[src/rtl/iexecute.sv]
// EX pipeline stage: ALU control, ALU, branch target, dest select.
// Results are latched into the EX/MEM register with stall/flush.
module iexecute #(
  parameter int BR_SHIFT = 2
) (
  input  logic        clk,
  input  logic        rst_n,
  input  logic        ex_stall,
  input  logic        ex_flush,
  input  logic [1:0]  wb_ctl,
  input  logic [2:0]  m_ctl,
  input  logic        regdst,
  input  logic        alusrc,
  input  logic [1:0]  aluop,
  input  logic [31:0] npc,
  input  logic [31:0] rdata1,
  input  logic [31:0] rdata2,
  input  logic [31:0] s_extend,
  input  logic [4:0]  instr_2016,
  input  logic [4:0]  instr_1511,
  output logic [1:0]  EX_MEM_wb_ctlout,
  output logic        EX_MEM_branch,
  output logic        EX_MEM_memread,
  output logic        EX_MEM_memwrite,
  output logic [31:0] EX_MEM_add_result,
  output logic        EX_MEM_zero,
  output logic [31:0] EX_MEM_alu_result,
  output logic [31:0] EX_MEM_rdata2out,
  output logic [4:0]  EX_MEM_dest_reg
);

  typedef enum logic [2:0] {
    OP_NOP,
    OP_ADD,
    OP_SUB,
    OP_AND,
    OP_OR,
    OP_SLT
  } alu_op_e;

  alu_op_e     alu_op;
  logic [5:0]  funct;
  logic [31:0] op_a;
  logic [31:0] op_b;
  logic [31:0] alu_res;
  logic [31:0] br_target;
  logic [4:0]  dest;

  assign funct = s_extend[5:0];
  assign op_a  = rdata1;
  assign op_b  = alusrc ? s_extend : rdata2;
  assign dest  = regdst ? instr_1511 : instr_2016;

  assign br_target = npc + (s_extend << BR_SHIFT);

  always_comb begin
    alu_op = OP_NOP;
    unique case (aluop)
      2'b00: alu_op = OP_ADD;
      2'b01: alu_op = OP_SUB;
      2'b10: begin
        case (funct)
          6'b100000: alu_op = OP_ADD;
          6'b100010: alu_op = OP_SUB;
          6'b100100: alu_op = OP_AND;
          6'b100101: alu_op = OP_OR;
          6'b101010: alu_op = OP_SLT;
          default:   alu_op = OP_NOP;
        endcase
      end
      default: alu_op = OP_NOP;
    endcase
  end

  always_comb begin
    alu_res = '0;
    unique case (alu_op)
      OP_ADD: alu_res = op_a + op_b;
      OP_SUB: alu_res = op_a - op_b;
      OP_AND: alu_res = op_a & op_b;
      OP_OR:  alu_res = op_a | op_b;
      OP_SLT: alu_res = {31'd0, $signed(op_a) < $signed(op_b)};
      default: alu_res = '0;
    endcase
  end

  // Flush beats stall so a bubble can replace a held entry.
  always_ff @(posedge clk or negedge rst_n) begin
    if (!rst_n) begin
      EX_MEM_wb_ctlout  <= '0;
      EX_MEM_branch     <= 1'b0;
      EX_MEM_memread    <= 1'b0;
      EX_MEM_memwrite   <= 1'b0;
      EX_MEM_add_result <= '0;
      EX_MEM_zero       <= 1'b0;
      EX_MEM_alu_result <= '0;
      EX_MEM_rdata2out  <= '0;
      EX_MEM_dest_reg   <= '0;
    end else if (ex_flush) begin
      EX_MEM_wb_ctlout  <= '0;
      EX_MEM_branch     <= 1'b0;
      EX_MEM_memread    <= 1'b0;
      EX_MEM_memwrite   <= 1'b0;
      EX_MEM_add_result <= '0;
      EX_MEM_zero       <= 1'b0;
      EX_MEM_alu_result <= '0;
      EX_MEM_rdata2out  <= '0;
      EX_MEM_dest_reg   <= '0;
    end else if (!ex_stall) begin
      EX_MEM_wb_ctlout  <= wb_ctl;
      EX_MEM_branch     <= m_ctl[2];
      EX_MEM_memread    <= m_ctl[1];
      EX_MEM_memwrite   <= m_ctl[0];
      EX_MEM_add_result <= br_target;
      EX_MEM_zero       <= (alu_res == 32'd0);
      EX_MEM_alu_result <= alu_res;
      EX_MEM_rdata2out  <= rdata2;
      EX_MEM_dest_reg   <= dest;
    end
  end

endmodule

[config.mk]
export PLATFORM = sky130hd
export DESIGN_NAME = iexecute
export DESIGN_NICKNAME = d
export VERILOG_FILES = /design/src/rtl/iexecute.sv
export SDC_FILE = /design/constraint.sdc
export NUM_CORES = 1
export LEC_CHECK = 0
export CAP_MARGIN = 0
export CORE_ASPECT_RATIO = 1.75
export CORE_MARGIN = 1
export CORE_UTILIZATION = 25
export CTS_BUF_LIST = sky130_fd_sc_hd__clkbuf_16
export DETAILED_ROUTE_END_ITERATION = 16
export REMOVE_ABC_BUFFERS = 1
export SLEW_MARGIN = 20
export SYNTH_ARGS = -nofsm -noshare
export SYNTH_HDL_FRONTEND = slang
export SYNTH_SLANG_ARGS = --single-unit
[constraint.sdc]
create_clock -name clk -period 0.8 [get_ports clk]
set_input_delay 0.2 -clock clk [delete_from_list [all_inputs] [get_ports clk]]
set_output_delay 0.2 -clock clk [all_outputs]
set_load 0.01 [all_outputs]
==> metrics.yaml <==
netlist_area_um2: 11200
drc_errors: 0
worstSetupStartpointType: "primary input"
stdcell_count: 2798
synth-seq-cells: 107
slew_headroom_pct: 56.7
cap_viol_max_count: 0
cts-htree-levels: 3
synthCells: 1390
synth_flop_cell: "dfrtp_1"
cp_top_family: "simple AND/OR/NAND/NOR gates"
avgSynthCellArea_um2: 8.06
worst_pin_slew_ns: 0.644
ys_types: 81
clk_latency_ns: 0.40
vias: 14300
portBuffers: 257
rows: 102
design_area_um2: 21800
fp.dieArea_um2: 45700
ioPinCount: 258
path_buf_inv: 4
wl_per_cell_um: 21.4
rsz0062_at_grt: "true"
max_freq_mhz: 259
p_leak_nw: 10.5
core_area_um2: 44300
drt_wl_total_um: 60000
setup-violations-final: 190
drt_iter0_drc: 685
synthArstFlopShare_pct: 100
placed_cell_area_um2: 17700
placed_cells: 2609
slew_violations: 0
fp.dieW_um: 162
timing_worst_setup_path_type: "in2reg"
avgViaCountPerCell: 5.11
ant_nets: 0
cp_common_cell: "buf_4"
cts_tree: "yes"
synth-edff-count: 0
die_h_um: 282
min_path_type: "in2reg"
cp_cell_sequence: "buf_12 > buf_4 > mux2i_4 > ha_4 > or2_2 > o311a_1 > buf_4 > o21ai_1 > o221a_2 > o22ai_2 > buf_4 > or4_4 > nor4_4 > nand4_1 > or4_4 > nor4_4 > nand4_1 > o31ai_2"
failed_checks: "negative setup slack"
grt_pass1_wl_um: 84500
startpoint: "alusrc"
initial_core_util_pct: 25.3
first_pass_iters: 7
fin_ws_ns: -3.06
root_buffer: "clkbuf_16"
fin_crit_ns: 3.86
hold_viol: 0
detailed_place_hpwl_um: 42400
cp.arrival_ns: 4.19
grt_pass1_vias: 15000
yosysWarnings: 0
required_ns: 1.12
whs_ns: 0.139
crit_slowest_cell: "or4_4"
finClkSkew_ns: 0
timing.rr.start: "EX_MEM_alu_result[24]"
period_share_pct: 483
end_kind: "register"
ys_seq_area_share_pct: 23.9
overflow: 0
cts_buffer_depth: 2
worstHoldStart: "rdata2[0]"
power_density_nw_per_um2: 1300
nNetsFinal: 2524
reg_top3: "EX_MEM_add_result: 32 flops, EX_MEM_alu_result: 32 flops, EX_MEM_rdata2out: 32 flops"
gp_congestion: 0.937
area_growth_pct: 94.2
cts_sinks: 107
critPathMaxFanout: 6
cts_buffers: 9
setup_tns_ns: -149.73
antenna_found_initial: 1
status: "finished, violations left"
vdd.ir_drop.worst_mv: 0.943
slowest_delay_ns: 0.47
layout-drive-gt1-share_pct: 48.0
grt_max_degree: 71
clk_pin_slew_ns: 0.10
grt.total_usage_pct: 24.7
==> cell families (layout without fill, tap and decap cells) <==
logic type	count (synthesis)	after routing	share of synthesized area (%)
AO/OA/AOI/OAI	394	394	24.1
XOR/XNOR	37	37	2.89
adder cells (fa/ha/maj)	153	153	17.3
buffers and inverters	179	1014	6.20
flip-flops	107	107	23.9
multiplexers	97	97	8.67
other	0	1	0
AND/OR/NAND/NOR	423	423	17.0
==> cell usage in the layout, fill, tap and decap left out, types with 11 or more instances in the layout <==
master           Yosys  routed
a211oi_1            23      11
a21o_1              15      15
a21oi_1            133      83
a21oi_2              1      41
and3_1              11      11
buf_12               0      14
buf_4                1     535
buf_6                2     111
clkbuf_16            0      16
clkbuf_2             0      65
clkdlybuf4s50_1      0     103
dfrtp_1            107     107
dlygate4sd2_1        0      33
ha_1               150     108
ha_4                 0      33
inv_1              105      95
mux2i_1             97      79
nand2_1             88      80
nand3_1             17      15
nor2_1             207     184
nor2_4               0      13
nor3_1              23      16
o211ai_1            16      16
o21ai_0             50      23
o21ai_2              0      17
o21bai_1            18      12
xnor2_1             27      13
xnor2_2              0      14
==> where the power goes <==
group          total (mW)  switching (mW)  leakage, nW  internal [mW]
clock network        5.35            2.79        0.160           2.56
logic                16.8            8.03         8.91           8.73
registers            6.10           0.283         1.43           5.82
total                28.2            11.1         10.5           17.1
==> synth_stat cells (10+ instances only) <==
cell / instances / area [µm²]
nor2_1: 207 / 777
ha_1: 150 / 1880
a21oi_1: 133 / 666
dfrtp_1: 107 / 2680
inv_1: 105 / 394
mux2i_1: 97 / 971
nand2_1: 88 / 330
clkbuf_1: 55 / 206
o21ai_0: 50 / 250
xnor2_1: 27 / 236
a211oi_1: 23 / 173
nor3_1: 23 / 115
o21bai_1: 18 / 135
nand3_1: 17 / 85.1
o211ai_1: 16 / 120
a21o_1: 15 / 113
nor2b_1: 14 / 87.6
buf_1: 12 / 45.0
o22ai_1: 12 / 75.1
and3_1: 11 / 68.8
o221ai_1: 11 / 96.3
nand2b_1: 10 / 62.6
nand4_1: 10 / 62.6
xor2_1: 10 / 87.6
==> worst min-delay path: cells and delay by family <==
kind | cells | cell delay [ns]
and+or+nand+nor | 1 | 0.09
buffers and inverters | 1 | 0.12
muxes | 1 | 0.08
==> repair_timing <==
item | in CTS | in global routing
hold buffers | 1 | 0
buffers inserted | 119 | 112
endpoints found under the hold margin | 107 | 0
pin swaps | 131 | 150
gates cloned | 3 | 10
endpoints found under the setup margin | 210 | 210
gates resized for setup | 422 | 427
==> metrics by stage <==
stage | total power [mW] | worst slack (ns) | utilization (%)
after global routing | 29.6 | -3.15 | 49.1
after CTS | 26.8 | -3.15 | 45.9
after global placement | 18.5 | -4.01 | 40.0
after floorplan | 11.3 | -3.03 | -
final | 28.2 | -3.06 | 49.1
after detailed placement | 18.6 | -3.96 | 40.0
==> layout make-up <==
class | count | area [µm²]
clock inverters | 7 | 103
fillers | 4168 | 22500
repair buffers | 892 | 7760
flip-flops and latches | 107 | 2680
diodes | 1 | 2.50
multi-input cells | 1104 | 9870
inverters | 106 | 405
well taps | 572 | 716
clock buffers | 9 | 225
==> path summary, 6_finish.rpt <==
| check | endpoint | slack [ns] | cells after the start |
|---|---|---|---|
| worst max-delay path | EX_MEM_zero | -3.06 | 18 |
| worst min-delay path | EX_MEM_rdata2out[0] | 0.14 | 3 |
| worst max register to register | EX_MEM_alu_result[24] | -0.19 | 4 |
| worst min register to register | EX_MEM_add_result[4] | 0.53 | 2 |
| max in group asynchronous | EX_MEM_dest_reg[4] | 0.18 | 3 |
| min in group asynchronous | EX_MEM_add_result[15] | 0.33 | 3 |
==> metal layers <==
layer / up-vias / part of all wire, % / global-route usage [%]
met5: - / 0 / 0
met4: 0 / 9.7 / 21.2
met3: 228 / 3.9 / 3.14
met2: 520 / 53 / 47.3
met1: 6924 / 34 / 22.7
li1: 6629 / - / -
Power figures use the tool's default switching activity.
